`src/rtl/pipeline_stall_ctrl_if.sv`:
```
// ---------------------------------------------------------------------------
// pipeline_stall_ctrl_if
//
// Purpose: bundles the hazard-detection inputs, the data-memory handshake and
// the pipeline-register control outputs of pipeline_stall_ctrl into one
// interface.
//
// Signals:
//   id_ex_mem_read           instruction in EX is a load
//   id_ex_rt [4:0]           load destination register in EX
//   if_id_rs, if_id_rt [4:0] source registers of the instruction in ID
//   branch_taken             branch resolved taken in ID
//   dmem_req                 instruction in MEM accesses data memory
//   dmem_ready               data memory has completed the access
//   pc_write .. mem_wb_write pipeline register load enables
//   if_id_flush, id_ex_flush load a bubble into IF/ID or ID/EX
//   bus_err                  sticky memory-timeout error
//   stall_cycles [CNT_W-1:0] stall cycle count
//
// Modports:
//   master : the pipeline side; drives hazard/memory status, reads controls
//   slave  : the stall controller; reads status, drives controls
// ---------------------------------------------------------------------------
interface pipeline_stall_ctrl_if #(
    parameter int CNT_W = 16
);
    logic             id_ex_mem_read;
    logic [4:0]       id_ex_rt;
    logic [4:0]       if_id_rs;
    logic [4:0]       if_id_rt;
    logic             branch_taken;
    logic             dmem_req;
    logic             dmem_ready;

    logic             pc_write;
    logic             if_id_write;
    logic             id_ex_write;
    logic             ex_mem_write;
    logic             mem_wb_write;
    logic             if_id_flush;
    logic             id_ex_flush;
    logic             bus_err;
    logic [CNT_W-1:0] stall_cycles;

    modport master (
        output id_ex_mem_read, id_ex_rt, if_id_rs, if_id_rt,
               branch_taken, dmem_req, dmem_ready,
        input  pc_write, if_id_write, id_ex_write, ex_mem_write, mem_wb_write,
               if_id_flush, id_ex_flush, bus_err, stall_cycles
    );

    modport slave (
        input  id_ex_mem_read, id_ex_rt, if_id_rs, if_id_rt,
               branch_taken, dmem_req, dmem_ready,
        output pc_write, if_id_write, id_ex_write, ex_mem_write, mem_wb_write,
               if_id_flush, id_ex_flush, bus_err, stall_cycles
    );
endinterface

```
`src/rtl/pipeline_stall_ctrl.sv`:
```
// ---------------------------------------------------------------------------
// pipeline_stall_ctrl
//
// Purpose: central stall/flush controller of a 5-stage in-order pipeline.
// Arbitrates three sources of disturbance, highest priority first:
//   1. data-memory wait (freeze the whole pipeline),
//   2. load-use hazard  (hold PC and IF/ID, inject a bubble into ID/EX),
//   3. taken branch     (squash the instruction in IF/ID).
// A memory access that stays unanswered for MAX_WAIT consecutive cycles
// moves the block into a sticky ERROR state that only reset leaves.
//
// Ports:
//   clk  : clock, all state updates on the rising edge
//   rst  : asynchronous reset, active low
//   bus  : pipeline_stall_ctrl_if.slave (hazard inputs, memory handshake,
//          write enables, flushes, bus_err, stall_cycles)
//
// Parameters:
//   CNT_W    : width of the stall cycle counter
//   MAX_WAIT : consecutive memory wait cycles tolerated before ERROR
//
// Configuration macro:
//   STALL_CNT_EN : when defined, stall_cycles counts cycles with pc_write=0
//                  outside ERROR, saturating at all-ones. When undefined,
//                  stall_cycles is tied to zero and no counter exists.
// ---------------------------------------------------------------------------
module pipeline_stall_ctrl #(
    parameter int CNT_W    = 16,
    parameter int MAX_WAIT = 15
) (
    input  logic                 clk,
    input  logic                 rst,
    pipeline_stall_ctrl_if.slave bus
);

    localparam logic [1:0] ST_RUN   = 2'b00;
    localparam logic [1:0] ST_WAIT  = 2'b01;
    localparam logic [1:0] ST_ERROR = 2'b10;

    // wait_cnt holds the number of consecutive stalled memory cycles so far,
    // so it only has to reach MAX_WAIT.
    localparam int WAIT_W = (MAX_WAIT < 1) ? 1 : $clog2(MAX_WAIT + 1);
    localparam logic [WAIT_W-1:0] WAIT_ONE  = WAIT_W'(1);
    localparam logic [WAIT_W-1:0] WAIT_LAST =
        WAIT_W'((MAX_WAIT > 1) ? MAX_WAIT - 1 : 0);
    // With MAX_WAIT <= 1 the very first stalled cycle already exhausts the
    // budget, so RUN goes straight to ERROR.
    localparam bit ERR_ON_FIRST = (MAX_WAIT <= 1);

    logic [1:0]        state_q, state_d;
    logic [WAIT_W-1:0] wait_cnt_q, wait_cnt_d;

    logic hazard;
    logic mem_stall;
    logic pc_w, ifid_w, idex_w, exmem_w, memwb_w;
    logic ifid_fl, idex_fl;

    assign hazard = bus.id_ex_mem_read && (bus.id_ex_rt != 5'd0) &&
                    ((bus.id_ex_rt == bus.if_id_rs) || (bus.id_ex_rt == bus.if_id_rt));

    // In MEM_WAIT a dropped request counts as a completed access, which is
    // exactly what this expression yields, so one term serves both states.
    assign mem_stall = bus.dmem_req && !bus.dmem_ready;

    always_comb begin
        state_d    = state_q;
        wait_cnt_d = wait_cnt_q;
        pc_w       = 1'b0;
        ifid_w     = 1'b0;
        idex_w     = 1'b0;
        exmem_w    = 1'b0;
        memwb_w    = 1'b0;
        ifid_fl    = 1'b0;
        idex_fl    = 1'b0;

        case (state_q)
            ST_RUN, ST_WAIT: begin
                if (mem_stall) begin
                    // Freeze everything; no bubbles while memory is pending.
                    if (state_q == ST_RUN) begin
                        wait_cnt_d = WAIT_ONE;
                        state_d    = ERR_ON_FIRST ? ST_ERROR : ST_WAIT;
                    end else if (wait_cnt_q >= WAIT_LAST) begin
                        state_d = ST_ERROR;
                    end else begin
                        wait_cnt_d = wait_cnt_q + WAIT_ONE;
                    end
                end else begin
                    // Ready wins over a coinciding timeout: the access
                    // completed, so return to RUN and act on current inputs.
                    state_d    = ST_RUN;
                    wait_cnt_d = '0;
                    pc_w       = 1'b1;
                    ifid_w     = 1'b1;
                    idex_w     = 1'b1;
                    exmem_w    = 1'b1;
                    memwb_w    = 1'b1;
                    if (hazard) begin
                        // Hold the dependent instruction in ID one cycle and
                        // let the load advance with a bubble behind it. A
                        // branch in ID is not remembered; ID re-presents it.
                        pc_w    = 1'b0;
                        ifid_w  = 1'b0;
                        idex_fl = 1'b1;
                    end else if (bus.branch_taken) begin
                        ifid_fl = 1'b1;
                    end
                end
            end
            ST_ERROR: begin
                state_d = ST_ERROR;
            end
            default: begin
                state_d    = ST_RUN;
                wait_cnt_d = '0;
            end
        endcase
    end

    always_ff @(posedge clk or negedge rst) begin
        if (!rst) begin
            state_q    <= ST_RUN;
            wait_cnt_q <= '0;
        end else begin
            state_q    <= state_d;
            wait_cnt_q <= wait_cnt_d;
        end
    end

    // The enables are Mealy outputs; gating with rst makes them drop the
    // moment reset is asserted, without waiting for a clock edge.
    assign bus.pc_write     = rst & pc_w;
    assign bus.if_id_write  = rst & ifid_w;
    assign bus.id_ex_write  = rst & idex_w;
    assign bus.ex_mem_write = rst & exmem_w;
    assign bus.mem_wb_write = rst & memwb_w;
    assign bus.if_id_flush  = rst & ifid_fl;
    assign bus.id_ex_flush  = rst & idex_fl;
    assign bus.bus_err      = (state_q == ST_ERROR);

`ifdef STALL_CNT_EN
    function automatic logic [CNT_W-1:0] sat_inc(input logic [CNT_W-1:0] v);
        return (&v) ? v : v + CNT_W'(1);
    endfunction

    logic [CNT_W-1:0] stall_cnt_q, stall_cnt_d;

    always_comb begin
        stall_cnt_d = stall_cnt_q;
        if (!pc_w && (state_q != ST_ERROR)) begin
            stall_cnt_d = sat_inc(stall_cnt_q);
        end
    end

    always_ff @(posedge clk or negedge rst) begin
        if (!rst) begin
            stall_cnt_q <= '0;
        end else begin
            stall_cnt_q <= stall_cnt_d;
        end
    end

    assign bus.stall_cycles = stall_cnt_q;
`else
    assign bus.stall_cycles = '0;
`endif

endmodule

```
`src/flat_wrapper.sv`:
```
// flat-port wrapper written by rule: the top's interface ports become plain ports
module pipeline_stall_ctrl_flat 
#(
    parameter int CNT_W    = 16,
    parameter int MAX_WAIT = 15
)
  (clk, rst, bus_id_ex_mem_read, bus_id_ex_rt, bus_if_id_rs, bus_if_id_rt, bus_branch_taken, bus_dmem_req, bus_dmem_ready, bus_pc_write, bus_if_id_write, bus_id_ex_write, bus_ex_mem_write, bus_mem_wb_write, bus_if_id_flush, bus_id_ex_flush, bus_bus_err, bus_stall_cycles);
  pipeline_stall_ctrl_if #(.CNT_W(CNT_W)) bus_i ();
  input  logic clk;
  input  logic rst;
  input wire logic [$bits(bus_i.id_ex_mem_read)-1:0] bus_id_ex_mem_read;
  input wire logic [$bits(bus_i.id_ex_rt)-1:0] bus_id_ex_rt;
  input wire logic [$bits(bus_i.if_id_rs)-1:0] bus_if_id_rs;
  input wire logic [$bits(bus_i.if_id_rt)-1:0] bus_if_id_rt;
  input wire logic [$bits(bus_i.branch_taken)-1:0] bus_branch_taken;
  input wire logic [$bits(bus_i.dmem_req)-1:0] bus_dmem_req;
  input wire logic [$bits(bus_i.dmem_ready)-1:0] bus_dmem_ready;
  output wire logic [$bits(bus_i.pc_write)-1:0] bus_pc_write;
  output wire logic [$bits(bus_i.if_id_write)-1:0] bus_if_id_write;
  output wire logic [$bits(bus_i.id_ex_write)-1:0] bus_id_ex_write;
  output wire logic [$bits(bus_i.ex_mem_write)-1:0] bus_ex_mem_write;
  output wire logic [$bits(bus_i.mem_wb_write)-1:0] bus_mem_wb_write;
  output wire logic [$bits(bus_i.if_id_flush)-1:0] bus_if_id_flush;
  output wire logic [$bits(bus_i.id_ex_flush)-1:0] bus_id_ex_flush;
  output wire logic [$bits(bus_i.bus_err)-1:0] bus_bus_err;
  output wire logic [$bits(bus_i.stall_cycles)-1:0] bus_stall_cycles;
  assign bus_i.id_ex_mem_read = bus_id_ex_mem_read;
  assign bus_i.id_ex_rt = bus_id_ex_rt;
  assign bus_i.if_id_rs = bus_if_id_rs;
  assign bus_i.if_id_rt = bus_if_id_rt;
  assign bus_i.branch_taken = bus_branch_taken;
  assign bus_i.dmem_req = bus_dmem_req;
  assign bus_i.dmem_ready = bus_dmem_ready;
  assign bus_pc_write = bus_i.pc_write;
  assign bus_if_id_write = bus_i.if_id_write;
  assign bus_id_ex_write = bus_i.id_ex_write;
  assign bus_ex_mem_write = bus_i.ex_mem_write;
  assign bus_mem_wb_write = bus_i.mem_wb_write;
  assign bus_if_id_flush = bus_i.if_id_flush;
  assign bus_id_ex_flush = bus_i.id_ex_flush;
  assign bus_bus_err = bus_i.bus_err;
  assign bus_stall_cycles = bus_i.stall_cycles;
  pipeline_stall_ctrl #(.CNT_W(CNT_W), .MAX_WAIT(MAX_WAIT)) u_core (.clk(clk), .rst(rst), .bus(bus_i));
endmodule
```
`config.mk`:
```
export PLATFORM = sky130hd
export DESIGN_NAME = pipeline_stall_ctrl_flat
export DESIGN_NICKNAME = d
export VERILOG_FILES = /design/src/rtl/pipeline_stall_ctrl_if.sv /design/src/rtl/pipeline_stall_ctrl.sv /design/src/flat_wrapper.sv
export SDC_FILE = /design/constraint.sdc
export NUM_CORES = 1
export LEC_CHECK = 0
export CORE_UTILIZATION = 36
export DETAILED_ROUTE_END_ITERATION = 12
export PLACE_DENSITY = 0.83
export SETUP_SLACK_MARGIN = 0.4
export SLEW_MARGIN = 40
export SYNTH_ARGS = -nofsm -noshare
export SYNTH_HDL_FRONTEND = slang
export SYNTH_SLANG_ARGS = --single-unit
```
`constraint.sdc`:
```
create_clock -name clk -period 3.8 [get_ports clk]
set_clock_uncertainty 0.1 [all_clocks]
set_input_delay 0.38 -clock clk [delete_from_list [all_inputs] [get_ports clk]]
set_output_delay 0.38 -clock clk [all_outputs]
set_load 0.01 [all_outputs]
```
==> run summary <==
Final nets -> 123
Post-Syn Instances -> 71
core area -> 0.001559 mm^2
Register Area -> 150.1 um^2
multi-input logic area -> 376.6 um^2
Vias/cell -> 4.684
failing checks -> design-rule violations
Setup CP Type -> input pin to output port
Inst Count DP -> 111
H-tree depth -> 1
Die Wd -> 43.52 um
global-route wire length before repair -> 1787 um
Tot GR Track Use -> 12.75%
Post-CTS Setup Inserts -> 0
Clk Latency, worst-skew pair -> 0.25 ns
post-layout util -> 54.98%
Warnings, synthesis -> 0
crit path time final -> 2.791 ns
power per cell area -> 199.1 mW/mm^2
crit path capture type -> output port
Iter 0 DRT Violations -> 22
CP arrival -> 2.31 ns
Worst Hold Class -> input pin to async pin
largest net degree at the start of global routing -> 8
Port-buffer cells -> 28
FF-to-FF setup slack -> 2.17 ns
IO Pins -> 45
WL/cell -> 10.50 um
final worst slack -> 1.009 ns
Max Slew Vio Count -> 0
Die H -> 43.52 um
clk sink count -> 6
most used cell, CP -> clkdlybuf4s50_1
worst slack at placement -> 1.001 ns
routed vias -> 534
Final Non-Filler Cells -> 114
count of cell types in the netlist -> 28
worst endpoint required time -> 3.32 ns
grt ovf -> 0
CTS tree -> yes
P&R area growth vs syn -> 38.10%
CTS root buf -> clkbuf_4
Initial DRT Pass Iterations -> 8
Worst-path clk slew -> 0.05 ns
CP max stage delay -> 0.56 ns
antenna violations before repair -> 0
Synth Cell Area -> 620.6 um^2
final WL -> 1197 um
clock buffer count from CTS -> 3
post-synthesis sequential area ratio -> 24.19%
RSZ-0062 raised after global routing -> false
number of fill cells -> 139
cts hold-fix bufs -> 0
layout cells sized above 1 -> 6.122%
Met3 Wirelength -> 151 um
GP Congestion -> 0.7431
achievable frequency -> 358.3 MHz
clock tree buffer depth -> 2
WL met2 -> 531 um
Die Footprint -> 0.001894 mm^2
Syn Area/Cell -> 8.741 um^2
Final ANT Viol Nets -> 0
crit-path cells -> clkdlybuf4s50_1 > or4_1 > o21a_1 > a21boi_1 > clkdlybuf4s50_1
TNS Setup -> 0 ns
CTS resizes -> 0
Static Leak -> 0.3683 nW
Final setup viols -> 0
Remaining DRCs -> 16
status -> finished, violations left
num rows -> 14
met1 WL -> 497 um
vias in the first global route -> 455
max-capacitance violation count -> 0
Seq cells post-synth -> 6
Max Used Layer -> met4
initial core utilization -> 39.81%
startpoint types -> input pin
CP max-delay cell -> clkdlybuf4s50_1
Fin. Hold Viols -> 0
Antenna diodes -> 0
DP HPWL -> 1016 um
VDD IR max -> 0.0001630 V
period utilisation layout -> 73.45%
crit-path max FO -> 3
## power breakdown
part	internal (W)	leakage (nW)	switching [W]	total [W]
Clock	0.0000358	0.0138	0.0000241	0.0000599
Combinational	0.0000270	0.276	0.0000196	0.0000467
Sequential	0.0000641	0.0786	0	0.0000641
## cells in the final DEF (no fill, tap or decap)
cell             netlist  final
o2111ai_1              1      1
and3b_1                1      1
or4_1                  1      1
nor2b_1                1      1
nand3_1                3      3
o21ai_4                1      1
conb_1                 1     16
dfrtp_1                6      6
o22ai_1                1      1
a21boi_1               1      1
o211ai_1               1      1
a211oi_1               1      1
or3b_4                 1      1
xnor2_1               10     10
inv_1                  2      2
clkdlybuf4s50_1        0     28
a21o_1                 1      1
o31ai_1                1      1
ha_1                   2      2
o21ba_2                1      1
o21a_1                 1      1
clkbuf_4               0      3
xor2_1                 1      1
and3_1                 1      1
nand2b_1               1      1
nand2_1                5      5
nor2_1                 3      3
a21oi_1                2      2
or2b_1                 1      1
## synth_stat cells, drive strengths merged
cell type | number | area, um^2
buf | 19 | 142.6
xnor2 | 10 | 87.58
dfrtp | 6 | 150.1
nand2 | 5 | 18.77
nand3 | 3 | 15.01
nor2 | 3 | 11.26
a21oi | 2 | 10.01
ha | 2 | 25.02
inv | 2 | 7.510
a211oi | 1 | 7.510
a21boi | 1 | 7.510
a21o | 1 | 7.510
and3 | 1 | 6.260
and3b | 1 | 8.760
conb | 1 | 3.750
nand2b | 1 | 6.260
nor2b | 1 | 6.260
o2111ai | 1 | 8.760
o211ai | 1 | 7.510
o21a | 1 | 7.510
o21ai | 1 | 16.27
o21ba | 1 | 10.01
o22ai | 1 | 6.260
o31ai | 1 | 7.510
or2b | 1 | 7.510
or3b | 1 | 11.26
or4 | 1 | 7.510
xor2 | 1 | 8.760
## registers in the layout, summed over array words and instances, names as in the netlist
| name | count |
|---|---|
| u_core.wait_cnt_q | 4 |
| u_core.state_q | 2 |
## critical path, delay by kind of cell
kind	cells	cell delay (ns)
AO/OA/AOI/OAI	2	0.37
buffers and inverters	2	1.02
AND/OR/NAND/NOR	1	0.53
## cell type report
type                            instances  share of cell area [%]
Multi-Input combinational cell         59                   43.94
Timing Repair Buffer                   28                   32.70
Sequential cell                         6                   17.52
Clock buffer                            3                   2.628
Tap cell                               16                   2.336
Inverter                                2                  0.8759
## final timing paths
kind / cells past startpoint / to / startpoint
setup / recovery: 5 / bus_pc_write / bus_id_ex_rt[0]
hold / removal: 1 / u_core.wait_cnt_q[3]$_DFFE_PN0P_ / rst
setup reg to reg: 6 / u_core.wait_cnt_q[2]$_DFFE_PN0P_ / u_core.wait_cnt_q[0]$_DFFE_PN0P_
hold reg to reg: 1 / u_core.wait_cnt_q[3]$_DFFE_PN0P_ / u_core.wait_cnt_q[3]$_DFFE_PN0P_
max in group asynchronous: 1 / u_core.state_q[1]$_DFFE_PN0P_ / rst
min in group clk: 1 / u_core.wait_cnt_q[3]$_DFFE_PN0P_ / u_core.wait_cnt_q[3]$_DFFE_PN0P_
## through the flow
stage	area (um^2)	hold slack, ns	total power [W]
floorplan	676.9	-0.01559	0.00009738
global placement	834.6	0.3970	0.0001110
detailed placement	834.6	0.3982	0.0001114
CTS	857.1	0.2841	0.0001738
global route	857.1	0.3029	0.0001810
finish	857.1	0.2834	0.0001706
## cells by family (layout without fill, tap and decap cells)
group | count (synthesis) | after routing | synth area share [%]
adder cells (fa/ha/maj) | 2 | 2 | 4.032
AO/OA/AOI/OAI | 12 | 12 | 15.53
AND/OR/NAND/NOR | 18 | 18 | 15.93
XOR/XNOR | 11 | 11 | 15.52
other | 1 | 16 | 0.6043
flip-flops | 6 | 6 | 24.19
buffers and inverters | 21 | 33 | 24.19
## metal layers
layer | up-vias | GRT usage, %
met4 | 0 | 7.500
met5 | - | 0
li1 | 259 | -
met1 | 238 | 13.92
met2 | 35 | 21.82
met3 | 2 | 3.750
(Power assumes the default switching activity.)
